**src/rtl/clk_div_pkg.sv**
```systemverilog
// rtl/clk_div_pkg.sv - shared constants for the clock-enable divider
package clk_div_pkg;

   localparam int NCH_DEF   = 4;
   localparam int DIV_W_DEF = 8;

   // Low bit of channel ch's ratio field inside the packed div bus.
   function automatic int div_lsb(input int ch, input int w);
      return ch * w;
   endfunction

endpackage

```
**src/rtl/clk_div_gen_if.sv**
```systemverilog
// rtl/clk_div_gen_if.sv - control/status bundle between divider and its user
interface clk_div_gen_if
   import clk_div_pkg::*;
#(
   parameter int NCH   = NCH_DEF,
   parameter int DIV_W = DIV_W_DEF
);
   logic [NCH-1:0]       en;
   logic [NCH*DIV_W-1:0] div;
   logic                 sync;
   logic [NCH-1:0]       tick;
   logic [NCH-1:0]       clk_out;
   logic [NCH-1:0]       running;

   modport master (output en, div, sync, input tick, clk_out, running);
   modport slave  (input en, div, sync, output tick, clk_out, running);
endinterface

```
**src/rtl/clk_div_chan.sv**
```systemverilog
// rtl/clk_div_chan.sv - one divider channel: counter, shadow ratio, run flag
module clk_div_chan
   import clk_div_pkg::*;
#(
   parameter int DIV_W    = DIV_W_DEF,
   parameter bit GRACEFUL = 1'b1
) (
   input  logic             clk,
   input  logic             rst_n,
   input  logic             en,
   input  logic [DIV_W-1:0] div,
   input  logic             sync,
   output logic             tick,
   output logic             clk_out,
   output logic             running
);
   logic [DIV_W-1:0] cnt;
   logic [DIV_W-1:0] cur_div;
   logic             run;
   logic             at_end;

   assign at_end = (cnt == cur_div);

   always_ff @(posedge clk or negedge rst_n) begin
      if (!rst_n) begin
         cnt     <= '0;
         cur_div <= '0;
         run     <= 1'b0;
         tick    <= 1'b0;
         clk_out <= 1'b0;
         running <= 1'b0;
      end else begin
         tick    <= run & at_end;
         clk_out <= run & (cnt <= (cur_div >> 1));
         running <= run;
         if (!run) begin
            cnt     <= '0;
            cur_div <= div;
            run     <= en;
         // Stop is tested before sync so a stop boundary beats a re-align.
         end else if (!en && (!GRACEFUL || at_end)) begin
            run <= 1'b0;
            cnt <= '0;
         end else if (sync || at_end) begin
            cnt     <= '0;
            cur_div <= div;
         end else begin
            cnt <= cnt + DIV_W'(1);
         end
      end
   end
endmodule

```
**src/rtl/clk_div_gen.sv**
```systemverilog
// rtl/clk_div_gen.sv - multi-channel clock-enable / divided-clock generator
module clk_div_gen
   import clk_div_pkg::*;
#(
   parameter int NCH      = NCH_DEF,
   parameter int DIV_W    = DIV_W_DEF,
   parameter bit GRACEFUL = 1'b1
) (
   input logic          clk,
   input logic          rst_n,
   clk_div_gen_if.slave bus
);
   logic [NCH-1:0] tick_v;
   logic [NCH-1:0] clk_out_v;
   logic [NCH-1:0] running_v;

   for (genvar i = 0; i < NCH; i++) begin : g_ch
      localparam int LSB = div_lsb(i, DIV_W);

      clk_div_chan #(
         .DIV_W    (DIV_W),
         .GRACEFUL (GRACEFUL)
      ) u_chan (
         .clk     (clk),
         .rst_n   (rst_n),
         .en      (bus.en[i]),
         .div     (bus.div[LSB +: DIV_W]),
         .sync    (bus.sync),
         .tick    (tick_v[i]),
         .clk_out (clk_out_v[i]),
         .running (running_v[i])
      );
   end

   assign bus.tick    = tick_v;
   assign bus.clk_out = clk_out_v;
   assign bus.running = running_v;
endmodule

```
**src/flat_wrapper.sv**
```systemverilog
// flat-port wrapper written by rule: the top's interface ports become plain ports
module clk_div_gen_flat import clk_div_pkg::*;
#(
   parameter int NCH      = NCH_DEF,
   parameter int DIV_W    = DIV_W_DEF,
   parameter bit GRACEFUL = 1'b1
)
  (clk, rst_n, bus_en, bus_div, bus_sync, bus_tick, bus_clk_out, bus_running);
  clk_div_gen_if #(.NCH(NCH), .DIV_W(DIV_W)) bus_i ();
  input logic clk;
  input logic rst_n;
  input wire logic [$bits(bus_i.en)-1:0] bus_en;
  input wire logic [$bits(bus_i.div)-1:0] bus_div;
  input wire logic [$bits(bus_i.sync)-1:0] bus_sync;
  output wire logic [$bits(bus_i.tick)-1:0] bus_tick;
  output wire logic [$bits(bus_i.clk_out)-1:0] bus_clk_out;
  output wire logic [$bits(bus_i.running)-1:0] bus_running;
  assign bus_i.en = bus_en;
  assign bus_i.div = bus_div;
  assign bus_i.sync = bus_sync;
  assign bus_tick = bus_i.tick;
  assign bus_clk_out = bus_i.clk_out;
  assign bus_running = bus_i.running;
  clk_div_gen #(.NCH(NCH), .DIV_W(DIV_W), .GRACEFUL(GRACEFUL)) u_core (.clk(clk), .rst_n(rst_n), .bus(bus_i));
endmodule
```
**config.mk**
```make
export PLATFORM = sky130hd
export DESIGN_NAME = clk_div_gen_flat
export DESIGN_NICKNAME = d
export VERILOG_FILES = /design/src/rtl/clk_div_pkg.sv /design/src/rtl/clk_div_gen_if.sv /design/src/rtl/clk_div_chan.sv /design/src/rtl/clk_div_gen.sv /design/src/flat_wrapper.sv
export SDC_FILE = /design/constraint.sdc
export NUM_CORES = 1
export LEC_CHECK = 0
export CAP_MARGIN = 25
export CORE_ASPECT_RATIO = 2
export CORE_MARGIN = 2
export CORE_UTILIZATION = 51
export CTS_CLUSTER_DIAMETER = 200
export CTS_CLUSTER_SIZE = 8
export DETAILED_ROUTE_END_ITERATION = 10
export PLACE_DENSITY = 0.77
export REMOVE_ABC_BUFFERS = 1
export SETUP_SLACK_MARGIN = 0.3
export SLEW_MARGIN = 10
export SYNTH_ARGS = -nofsm -noshare
export SYNTH_HDL_FRONTEND = slang
export SYNTH_SLANG_ARGS = --single-unit
```
**constraint.sdc**
```tcl
create_clock -name clk -period 2.2 [get_ports clk]
set_clock_uncertainty 0.15 [all_clocks]
set_input_delay 0.44 -clock clk [delete_from_list [all_inputs] [get_ports clk]]
set_output_delay 0.44 -clock clk [all_outputs]
set_load 0.01 [all_outputs]
```
==> out/results.tsv, run 1 <==
metric	value	unit
viasPerCell	5.396	
grt_start_max_net_pins	64	
top_level_ports	51	
slew_headroom	73.10	%
die_height	135.7	um
h-tree-depth	3	
hold_path.class	flop to flop	
tightestPinTransition	0.4002	ns
count_of_inserted_antenna_diode_cells	0	
post-place-cells	570	
count_of_buffers_from_port_buffering	50	
drt-total-wl	10230	um
syn_area	0.004420	mm^2
clk_root_buffer_cell	sky130_fd_sc_hd__clkbuf_16	
remaining_drc_errors	0	
vdd_drop_max	0.4576	mV
cp_max_fo	8	
ys_seq_elements	80	
path_depth	7	
cts_tree	yes	
synth_flop_cell	sky130_fd_sc_hd__dfrtp_1	
first_global_vias	3588	
grt_first_pass_wirelength	16330	um
critical_path_buf_inv_count	2	
setup_slack	0.06660	ns
synth_area_per_cell	11.31	um^2
chipWidth	69.83	um
hold_depth	0	
drive_above_1_share	27.68	%
cts_max_path_buffers	2	
cp-end-kind	flop	
reg2reg_from	u_core.g_ch[1].u_chan.cnt[5]	
dp.final_hpwl	7201	um
p_sw	0.9930	mW
placeableCoreArea	0.008528	mm^2
final_slew_violations	0	
timing.critical_path.arrival	2.20	ns
worst_stage_delay_on_the_critical_path	0.42	ns
area_growth	34.64	%
place_worst_setup_slack	-0.1708	ns
hold-worst-slack	0.2595	ns
power.share.combinational	19.3	%
report.final.setup_viol	0	
drt.antenna.violating_nets	0	
p_seq_share	41.2	%
grt_antenna_before_repair	0	
p_leak	3.077	nW
postSynth.asyncResetShare	100.0	%
p_sw_share	24.73	%
crit_path_launch	u_core.g_ch[1].u_chan.cnt[5]	
power.internal	3.022	mW
dieArea	0.009473	mm^2
cts.sink_count	80	
critical_path_class	flop to flop	
drt_iter0_markers	113	
maxCapViolations	0	
cp-endpoint	u_core.g_ch[1].u_chan.cur_div[6]	
max_freq	468.7	MHz
final_min_period_over_clock_period	96.97	%
via_count	3308	
gp_congestion	0.8480	
initial_core_util	51.83	%
synth_cells	391	
final_period_minus_worst_setup_slack	2.133	ns
floorplan.rows	48	
powerDensity	674.5	mW/mm^2
timing.critical_path.required	2.26	ns
kind_of_start_point_of_the_critical_path	flop	
post_drt_wl_per_cell	16.69	um
yosys_warnings	0	
synth_seq_area_share	45.29	%
clk_pin_slew	0.05	ns
crit_path_max_delay_cell_type	sky130_fd_sc_hd__dfrtp_1	
hold_viol_final	0	
status	completed	
detailedRoute.firstPassIterationCount	4	
synth-edff-count	0	
timing.reg2reg.setup_slack	0.07	ns
gr-usage-all-layers	22.33	%
fin_nets	579	
clockPowerShare	39.4	%
path_cells	xor2_1 > nor4_1 > buf_4 > a211o_1 > o31a_1 > buf_12 > mux2_4	
clkLatencyLatePin	0.34	ns
cts_buffers	9	
setup_repair_after_global_routing_missed_its_margin	true	
layoutNonFillerInstCount	613	
cell_family_with_most_cp_delay	flip-flops	
overflow	0	
worstReg2RegEnd	u_core.g_ch[1].u_chan.cur_div[6]	
synth.lib_cells_used.distinct	30	
r2r_cells	7	
## placed cells by master, fill, tap and decap left out, drive strengths merged, types with 2 or more instances in the layout
master          n
and3           11
xnor2           6
a21o            8
nor2           40
bufinv          2
a211o           3
a21oi           8
xor2           50
nand2           5
nor4            7
clkdlybuf4s50  49
clkbuf         13
mux2           32
dfrtp          80
a211oi          4
nand4b          2
ha             32
o21ai           4
buf            76
o31a            4
inv            40
nand3          24
o22ai           3
and4b           2
## per-stage QoR
| step | power (mW) | instance area, um^2 | setup TNS (ns) | utilization (%) |
|---|---|---|---|---|
| after floorplan | 2.040 | 4252 | -1.057 | - |
| after global placement | 2.330 | 5268 | -1.978 | 61.77 |
| after detailed placement | 2.361 | 5268 | -2.217 | 61.77 |
| after CTS | 3.997 | 5768 | 0 | 67.64 |
| after global routing | 4.177 | 5952 | -0.008779 | 69.79 |
| final | 4.015 | 5952 | 0 | 69.79 |
## cell families after synthesis
kind of cell             count (synthesis)  share of synthesized area (%)
flip-flops                              80                          45.29
buffers and inverters                   60                          7.218
multiplexers                            32                          10.87
AO/OA/AOI/OAI                           36                          5.803
AND/OR/NAND/NOR                         95                          10.67
adder cells (fa/ha/maj)                 32                          9.057
XOR/XNOR                                56                          11.10
## worst min path at each step
stage / start / slack, ns / to
final: u_core.g_ch[1].u_chan.run / 0.26 / u_core.g_ch[1].u_chan.running
after global routing: u_core.g_ch[1].u_chan.run / 0.27 / u_core.g_ch[1].u_chan.running
after CTS: u_core.g_ch[1].u_chan.run / 0.26 / u_core.g_ch[1].u_chan.running
after detailed placement: rst_n / 0.18 / u_core.g_ch[0].u_chan.cur_div[5]
after global placement: rst_n / 0.18 / u_core.g_ch[0].u_chan.cnt[5]
after floorplan: rst_n / -0.006 / u_core.g_ch[0].u_chan.clk_out
## sequential cells by signal, summed over array words and instances, names as in the netlist
name	count
u_core.g_ch.u_chan.cur_div	32
u_core.g_ch.u_chan.running	4
u_core.g_ch.u_chan.tick	4
u_core.g_ch.u_chan.cnt	32
u_core.g_ch.u_chan.run	4
u_core.g_ch.u_chan.clk_out	4
## area by class of cell
type	count	area (um^2)
Sequential cell	80	2003
Clock inverter	3	65.06
Inverter	40	150.1
Fill cell	610	2576
Tap cell	100	125.1
Multi-Input combinational cell	251	2232
Timing Repair Buffer	126	1126
Clock buffer	13	250.2
## synthesized netlist by cell type (3+ instances only)
cell type	instances	area, um^2
sky130_fd_sc_hd__a211o_1	3	26.28
sky130_fd_sc_hd__a211oi_1	4	30.03
sky130_fd_sc_hd__a21o_1	8	60.06
sky130_fd_sc_hd__a21oi_1	8	40.04
sky130_fd_sc_hd__and3_1	11	68.82
sky130_fd_sc_hd__buf_4	15	112.6
sky130_fd_sc_hd__buf_6	5	56.30
sky130_fd_sc_hd__dfrtp_1	80	2002
sky130_fd_sc_hd__ha_1	32	400.4
sky130_fd_sc_hd__inv_1	40	150.1
sky130_fd_sc_hd__mux2_4	32	480.5
sky130_fd_sc_hd__nand2_1	5	18.77
sky130_fd_sc_hd__nand3_1	24	120.1
sky130_fd_sc_hd__nor2_1	40	150.1
sky130_fd_sc_hd__nor4_1	6	37.54
sky130_fd_sc_hd__o21ai_0	4	20.02
sky130_fd_sc_hd__o22ai_1	3	18.77
sky130_fd_sc_hd__o31a_1	3	26.28
sky130_fd_sc_hd__xnor2_1	6	52.55
sky130_fd_sc_hd__xor2_1	50	437.9
## routing by layer
layer	GRT usage (%)	vias to the layer above	part of all wire (%)
met4	14.10	0	5.3
li1	-	1535	-
met1	21.77	1655	36
met5	0	-	0
met2	41.90	81	56
met3	4.390	37	3.1
## timing repair
item / 4_1_cts / 5_1_grt
pin swaps: 9 / 17
resized for setup: 10 / 24
hold endpoints to repair: 17 / 0
buffers inserted: 17 / 9
hold buffers: 1 / 0
setup endpoints to repair: 32 / 46
## worst register-to-register path: stages (launching register included)
cell                      delay, ns
sky130_fd_sc_hd__dfrtp_1       0.42
sky130_fd_sc_hd__xor2_1        0.16
sky130_fd_sc_hd__nor4_1        0.30
sky130_fd_sc_hd__buf_4         0.19
sky130_fd_sc_hd__a211o_1       0.15
sky130_fd_sc_hd__o31a_1        0.19
sky130_fd_sc_hd__buf_12        0.15
sky130_fd_sc_hd__mux2_4        0.31
## power groups by stage
stage / Combinational, mW / Sequential, mW / Clock, mW
after floorplan: 0.362 / 1.68 / 0
after global placement: 0.655 / 1.68 / 0
after detailed placement: 0.683 / 1.68 / 0
after CTS: 0.734 / 1.65 / 1.61
after global routing: 0.848 / 1.66 / 1.67
final: 0.777 / 1.65 / 1.58
Note: power is estimated with default switching activity, not from simulation.
==> run 2, diff against run 1 <==
--- a/config.mk
+++ b/config.mk
@@ -12,6 +12,7 @@
 export CTS_CLUSTER_DIAMETER = 200
 export CTS_CLUSTER_SIZE = 8
 export DETAILED_ROUTE_END_ITERATION = 10
+export GPL_ROUTABILITY_DRIVEN = 0
 export PLACE_DENSITY = 0.77
 export REMOVE_ABC_BUFFERS = 1
 export SETUP_SLACK_MARGIN = 0.3
==> results of run 2 <==
Final layout, timing and power as in run 1 (identical DEF).
==> run 3, diff against run 2 <==
--- a/config.mk
+++ b/config.mk
@@ -8,12 +8,12 @@
 export CAP_MARGIN = 25
 export CORE_ASPECT_RATIO = 2
 export CORE_MARGIN = 2
-export CORE_UTILIZATION = 51
-export CTS_CLUSTER_DIAMETER = 200
+export CORE_UTILIZATION = 58
 export CTS_CLUSTER_SIZE = 8
 export DETAILED_ROUTE_END_ITERATION = 10
+export DONT_BUFFER_PORTS = 1
 export GPL_ROUTABILITY_DRIVEN = 0
-export PLACE_DENSITY = 0.77
+export PLACE_DENSITY = 0.76
 export REMOVE_ABC_BUFFERS = 1
 export SETUP_SLACK_MARGIN = 0.3
 export SLEW_MARGIN = 10
==> out/results.tsv, run 3 (synthesis results as in run 1) <==
metric	value	unit
final_common_cell	sky130_fd_sc_hd__dfrtp_1	
status	finished, violations left	
place_worst_setup_slack	-0.1193	ns
p_leak	2.765	nW
grt_start_max_net_pins	81	
register_area	0.002004	mm^2
chipWidth	65.73	um
nFillCells	518	
count_of_inserted_antenna_diode_cells	0	
reg2reg_from	u_core.g_ch[1].u_chan.cur_div[1]	
initial_core_util	59.03	%
maxCapViolations	0	
hold_viol_final	80	
power.share.combinational	15.6	%
dp.final_hpwl	6587	um
floorplan.rows	45	
cts.sink_count	80	
path_cells	xor2_1 > nor4_2 > buf_4 > nand2_2 > o31a_1 > buf_12 > mux2_4	
crit_path_max_delay_cell_type	sky130_fd_sc_hd__dfrtp_1	
drt.antenna.violating_nets	0	
final_min_period_over_clock_period	97.65	%
first_global_vias	3157	
timing.reg2reg.setup_slack	0.05	ns
worstReg2RegEnd	u_core.g_ch[1].u_chan.cur_div[5]	
cts_max_path_buffers	2	
area_growth	18.88	%
gr-usage-all-layers	24.15	%
kind_of_start_point_of_the_critical_path	flop	
setup_slack	0.05163	ns
violations_in_the_final_reports	negative hold slack	
max_freq	465.5	MHz
hold_path.class	input port to asynchronous set/reset pin	
die_height	127.5	um
cell_family_with_most_cp_delay	simple AND/OR/NAND/NOR gates	
p_sw_share	24.32	%
powerDensity	751.0	mW/mm^2
clk_root_buffer_cell	sky130_fd_sc_hd__clkbuf_16	
cts_tree	yes	
timing.critical_path.arrival	2.21	ns
drt_iter0_markers	165	
clockPowerShare	42.3	%
clkLatencyLatePin	0.34	ns
top_level_ports	51	
power.internal	2.987	mW
count_of_buffers_from_port_buffering	0	
grt_first_pass_wirelength	15050	um
drt-total-wl	9290	um
post_drt_wl_per_cell	17.33	um
r2r_cells	7	
multi_input_area	0.002208	mm^2
most-common-layout-cells	78 x sky130_fd_sc_hd__dfrtp_1, 52 x sky130_fd_sc_hd__buf_4, 48 x sky130_fd_sc_hd__xor2_1, 40 x sky130_fd_sc_hd__inv_1, 39 x sky130_fd_sc_hd__nor2_1	
viasPerCell	5.481	
vdd_drop_max	0.4794	mV
cts_buffers	9	
final_slew_violations	0	
design_power_total	3.947	mW
slew_headroom	77.29	%
via_count	2938	
p_sw	0.9599	mW
finalSetupTns	0	ns
fin_nets	508	
overflow	0	
remaining_drc_errors	0	
drive_above_1_share	27.83	%
timing.critical_path.required	2.26	ns
placeableCoreArea	0.007488	mm^2
critical_path_class	flop to flop	
dieArea	0.008378	mm^2
cp_max_fo	8	
cp-end-kind	flop	
clk_pin_slew	0.06	ns
final_period_minus_worst_setup_slack	2.148	ns
grt_antenna_before_repair	0	
critical_path_buf_inv_count	2	
setup_repair_after_global_routing_missed_its_margin	true	
report.final.setup_viol	0	
detailedRoute.firstPassIterationCount	4	
biggestRegsByFlops	u_core.g_ch.u_chan.cnt: 32 flops, u_core.g_ch.u_chan.cur_div: 32 flops	
p_seq_share	42.1	%
tightestPinTransition	0.3395	ns
worst_stage_delay_on_the_critical_path	0.39	ns
h-tree-depth	3	
hold-worst-slack	-0.3515	ns
-- run 3: through the flow --
step / instances / util (%) / hold WS [ns] / area, um^2
2_1_floorplan: 371 / - / -0.005591 / 4252
3_3_place_gp: 503 / 62.32 / -0.004001 / 4667
3_5_place_dp: 503 / 62.32 / -0.003613 / 4667
4_1_cts: 529 / 68.82 / -0.3642 / 5154
5_1_grt: 536 / 70.18 / -0.3730 / 5255
6_report: 536 / 70.18 / -0.3515 / 5255
-- run 3: what timing repair did --
action / in CTS / in global routing
gates resized for setup: 15 / 11
cloned: 0 / 0
setup endpoints to repair: 32 / 35
endpoints found under the hold margin: 80 / 80
pin swaps: 6 / 6
setup buffers: 10 / 7
-- run 3: worst max path at each step --
stage	startpoint	to	slack [ns]	depth (start not counted)
global route	u_core.g_ch[1].u_chan.cur_div[1]	u_core.g_ch[1].u_chan.cur_div[7]	-0.02	7
detailed placement	u_core.g_ch[2].u_chan.cnt[3]	u_core.g_ch[2].u_chan.cur_div[7]	-0.12	5
floorplan	u_core.g_ch[3].u_chan.cnt[2]	u_core.g_ch[3].u_chan.cur_div[0]	-0.05	5
finish	u_core.g_ch[1].u_chan.cur_div[1]	u_core.g_ch[1].u_chan.cur_div[5]	0.05	7
CTS	u_core.g_ch[1].u_chan.cur_div[1]	u_core.g_ch[1].u_chan.cur_div[5]	0.07	7
global placement	u_core.g_ch[3].u_chan.cur_div[1]	u_core.g_ch[3].u_chan.cur_div[5]	-0.03	6
-- run 3: layout make-up --
type                    instances  area share [%]
multi-input cells             251           42.02
flip-flops and latches         80           38.14
repair buffers                 55           8.238
clock buffers                  12           5.071
inverters                      40           2.857
well taps                      94           2.238
clock inverters                 4           1.429
-- run 3: metal layers --
metal	part of all wire [%]	vias up	global-route usage, %
met4	3.3	0	12.99
li1	-	1401	-
met5	0	-	0
met3	3.7	27	5.458
met2	54	81	41.41
met1	39	1429	27.07
-- run 3: power by group through the flow --
| stage | combinational, mW | sequential [mW] | clock (mW) |
|---|---|---|---|
| 2_1_floorplan | 0.362 | 1.68 | 0 |
| 3_3_place_gp | 0.497 | 1.68 | 0 |
| 3_5_place_dp | 0.528 | 1.69 | 0 |
| 4_1_cts | 0.582 | 1.66 | 1.69 |
| 5_1_grt | 0.675 | 1.67 | 1.75 |
| 6_report | 0.616 | 1.66 | 1.67 |
==> patch, RTL diff (config.mk and constraints of run 3) <==
The package constant `DIV_W_DEF` goes from 8 to 12.
--- a/src/rtl/clk_div_pkg.sv
+++ b/src/rtl/clk_div_pkg.sv
@@ -4,3 +4,3 @@
    localparam int NCH_DEF   = 4;
-   localparam int DIV_W_DEF = 8;
+   localparam int DIV_W_DEF = 12;
 
Ports: changed (resized bus_div); port bits go from 51 to 67. No check against the original RTL was run, so the function may have changed too.
==> patch against run 3 <==
The run still ends with negative hold slack left; non-clock buffer count grew 10; synthesized area rose by 47%; highest routed layer unchanged; synthesized cell count grew 48%; final cell count increased by 46%; sequential cell count up 32; count of clock-buffer cells in the layout unchanged; final area up 46%; routed wire length grew 60%; total power is 23% higher; maximum frequency shrank 1.5%; setup slack got worse by 0.032 ns.
==> patch: results (changes against run 3) <==
Run status
  – Run status: complete, but fails checks (unchanged)
  – Failing checks: negative hold slack (unchanged)

Critical path
  – Path depth of the worst reg2reg path: 6 (was 7)
  – Worst Path Max Fanout: 12 (was 8)
  – Worst r2r dst: u_core.g_ch[3].u_chan.cur_div[0] (was u_core.g_ch[1].u_chan.cur_div[5])
  – R2R setup slack: 0.02 ns (was 0.05 ns)
  – Worst R2R Start: u_core.g_ch[3].u_chan.cur_div[7] (was u_core.g_ch[1].u_chan.cur_div[1])

Place
  – Post-Place Cells: 730 (was 503)
  – Post-Place Cell Area: 6805 um2 (was 4667 um2)
  – Pre-CTS setup slack: 0.03714 ns (was -0.1193 ns)
  – Hpwl dp: 10,340 um (was 6587 um)

Timing
  – Worst slew pin tran: 0.4806 ns (was 0.3395 ns)
  – Final Hold Viols: 112 (was 80)
  – Final hold slack: -0.3732 ns (was -0.3515 ns)

Routing
  – DR iter-0 viols: 135 (was 165)
  – WL/cell: 19.05 um (was 17.33 um)
  – Met3 wire len: 563 um (was 340 um)
  – Number of detailed-route iterations in the first pass: 6 (was 4)
  – DRT met1 WL: 5476 um (was 3665 um)
  – DR vias: 4,452 (was 2,938)
  – Met2 wire length: 8043 um (was 4980 um)

Yosys
  – Post-synthesis mux area share: 0.1060 (was 0.1087)
  – Synth Area in Compound Gates: 0.04627 (was 0.05802)
  – Ranking of synthesized cells by area: dfrtp_1, xor2_1, ha_1, mux2_4, nor2_1 (was dfrtp_1, mux2_4, xor2_1, ha_1, inv_1)
  – Syn Area/Cell: 11.24 um2 (was 11.31 um2)
  – Post-synth top cells: dfrtp_1, xor2_1, nor2_1, inv_1, ha_1 (was dfrtp_1, xor2_1, inv_1, nor2_1)
  – Register area share after synthesis: 0.4300 (was 0.4529)

Finish
  – Final Cell Area: 7670 um2 (was 5255 um2)
  – Biggest regs: u_core.g_ch.u_chan.cnt: 48 flops, u_core.g_ch.u_chan.cur_div: 48 flops (was u_core.g_ch.u_chan.cnt: 32 flops, u_core.g_ch.u_chan.cur_div: 32 flops)
  – Nets: 739 (was 508)
  – Final std cells w/o fill: 781 (was 536)

Power
  – Clock network fraction of total power: 0.375 (was 0.423)
  – Register share of total power: 0.474 (was 0.421)
  – Lkg Pwr: 3.880 nW (was 2.765 nW)
  – NetSw: 0.001216 W (was 0.0009599 W)
  – Peak supply drop: 0.5194 mV (was 0.4794 mV)
  – P_comb: 0.000732 W (was 0.000616 W)
==> patch: cell count changes after synthesis, sizes merged, moves of 16 or more <==
cell,run 3,this run
nor2,40,62
xor2,50,72
nand2,5,23
ha,32,48
dfrtp,80,112
mux2,32,48
==> patch: layout make-up <==
class / instances / area share
Clock buffer: 12 / 0.03344
Clock inverter: 4 / 0.009951
Inverter: 55 / 0.02692
Multi-Input combinational cell: 393 / 0.4646
Sequential cell: 112 / 0.3664
Tap cell: 140 / 0.02284
Timing Repair Buffer: 65 / 0.07586
==> patch: per-layer routing <==
metal,up-vias,global-route usage
met2,137,0.4477
met4,0,0.1544
li1,2045,-
met3,58,0.04636
met5,-,0
met1,2212,0.2666
==> patch: worst max-delay path by stage <==
stage                                                 from                           endpoint  slack, ns
after global routing      u_core.g_ch[3].u_chan.cur_div[7]   u_core.g_ch[3].u_chan.cur_div[6]      -0.03
final                     u_core.g_ch[3].u_chan.cur_div[7]   u_core.g_ch[3].u_chan.cur_div[0]       0.02
after detailed placement      u_core.g_ch[1].u_chan.cnt[4]   u_core.g_ch[1].u_chan.cur_div[2]       0.04
after floorplan               u_core.g_ch[2].u_chan.cnt[3]   u_core.g_ch[2].u_chan.cur_div[0]      -0.11
after CTS                     u_core.g_ch[0].u_chan.cnt[1]  u_core.g_ch[0].u_chan.cur_div[11]       0.06
after global placement        u_core.g_ch[1].u_chan.cnt[4]   u_core.g_ch[1].u_chan.cur_div[6]       0.07
==> patch: critical path, stage by stage (launching register included) <==
cell and delay, ns:
dfrtp_1 0.43, xor2_1 0.17, nor4_2 0.42, nand3_2 0.15
a2bb2oi_2 0.22, buf_12 0.18, mux2_2 0.33
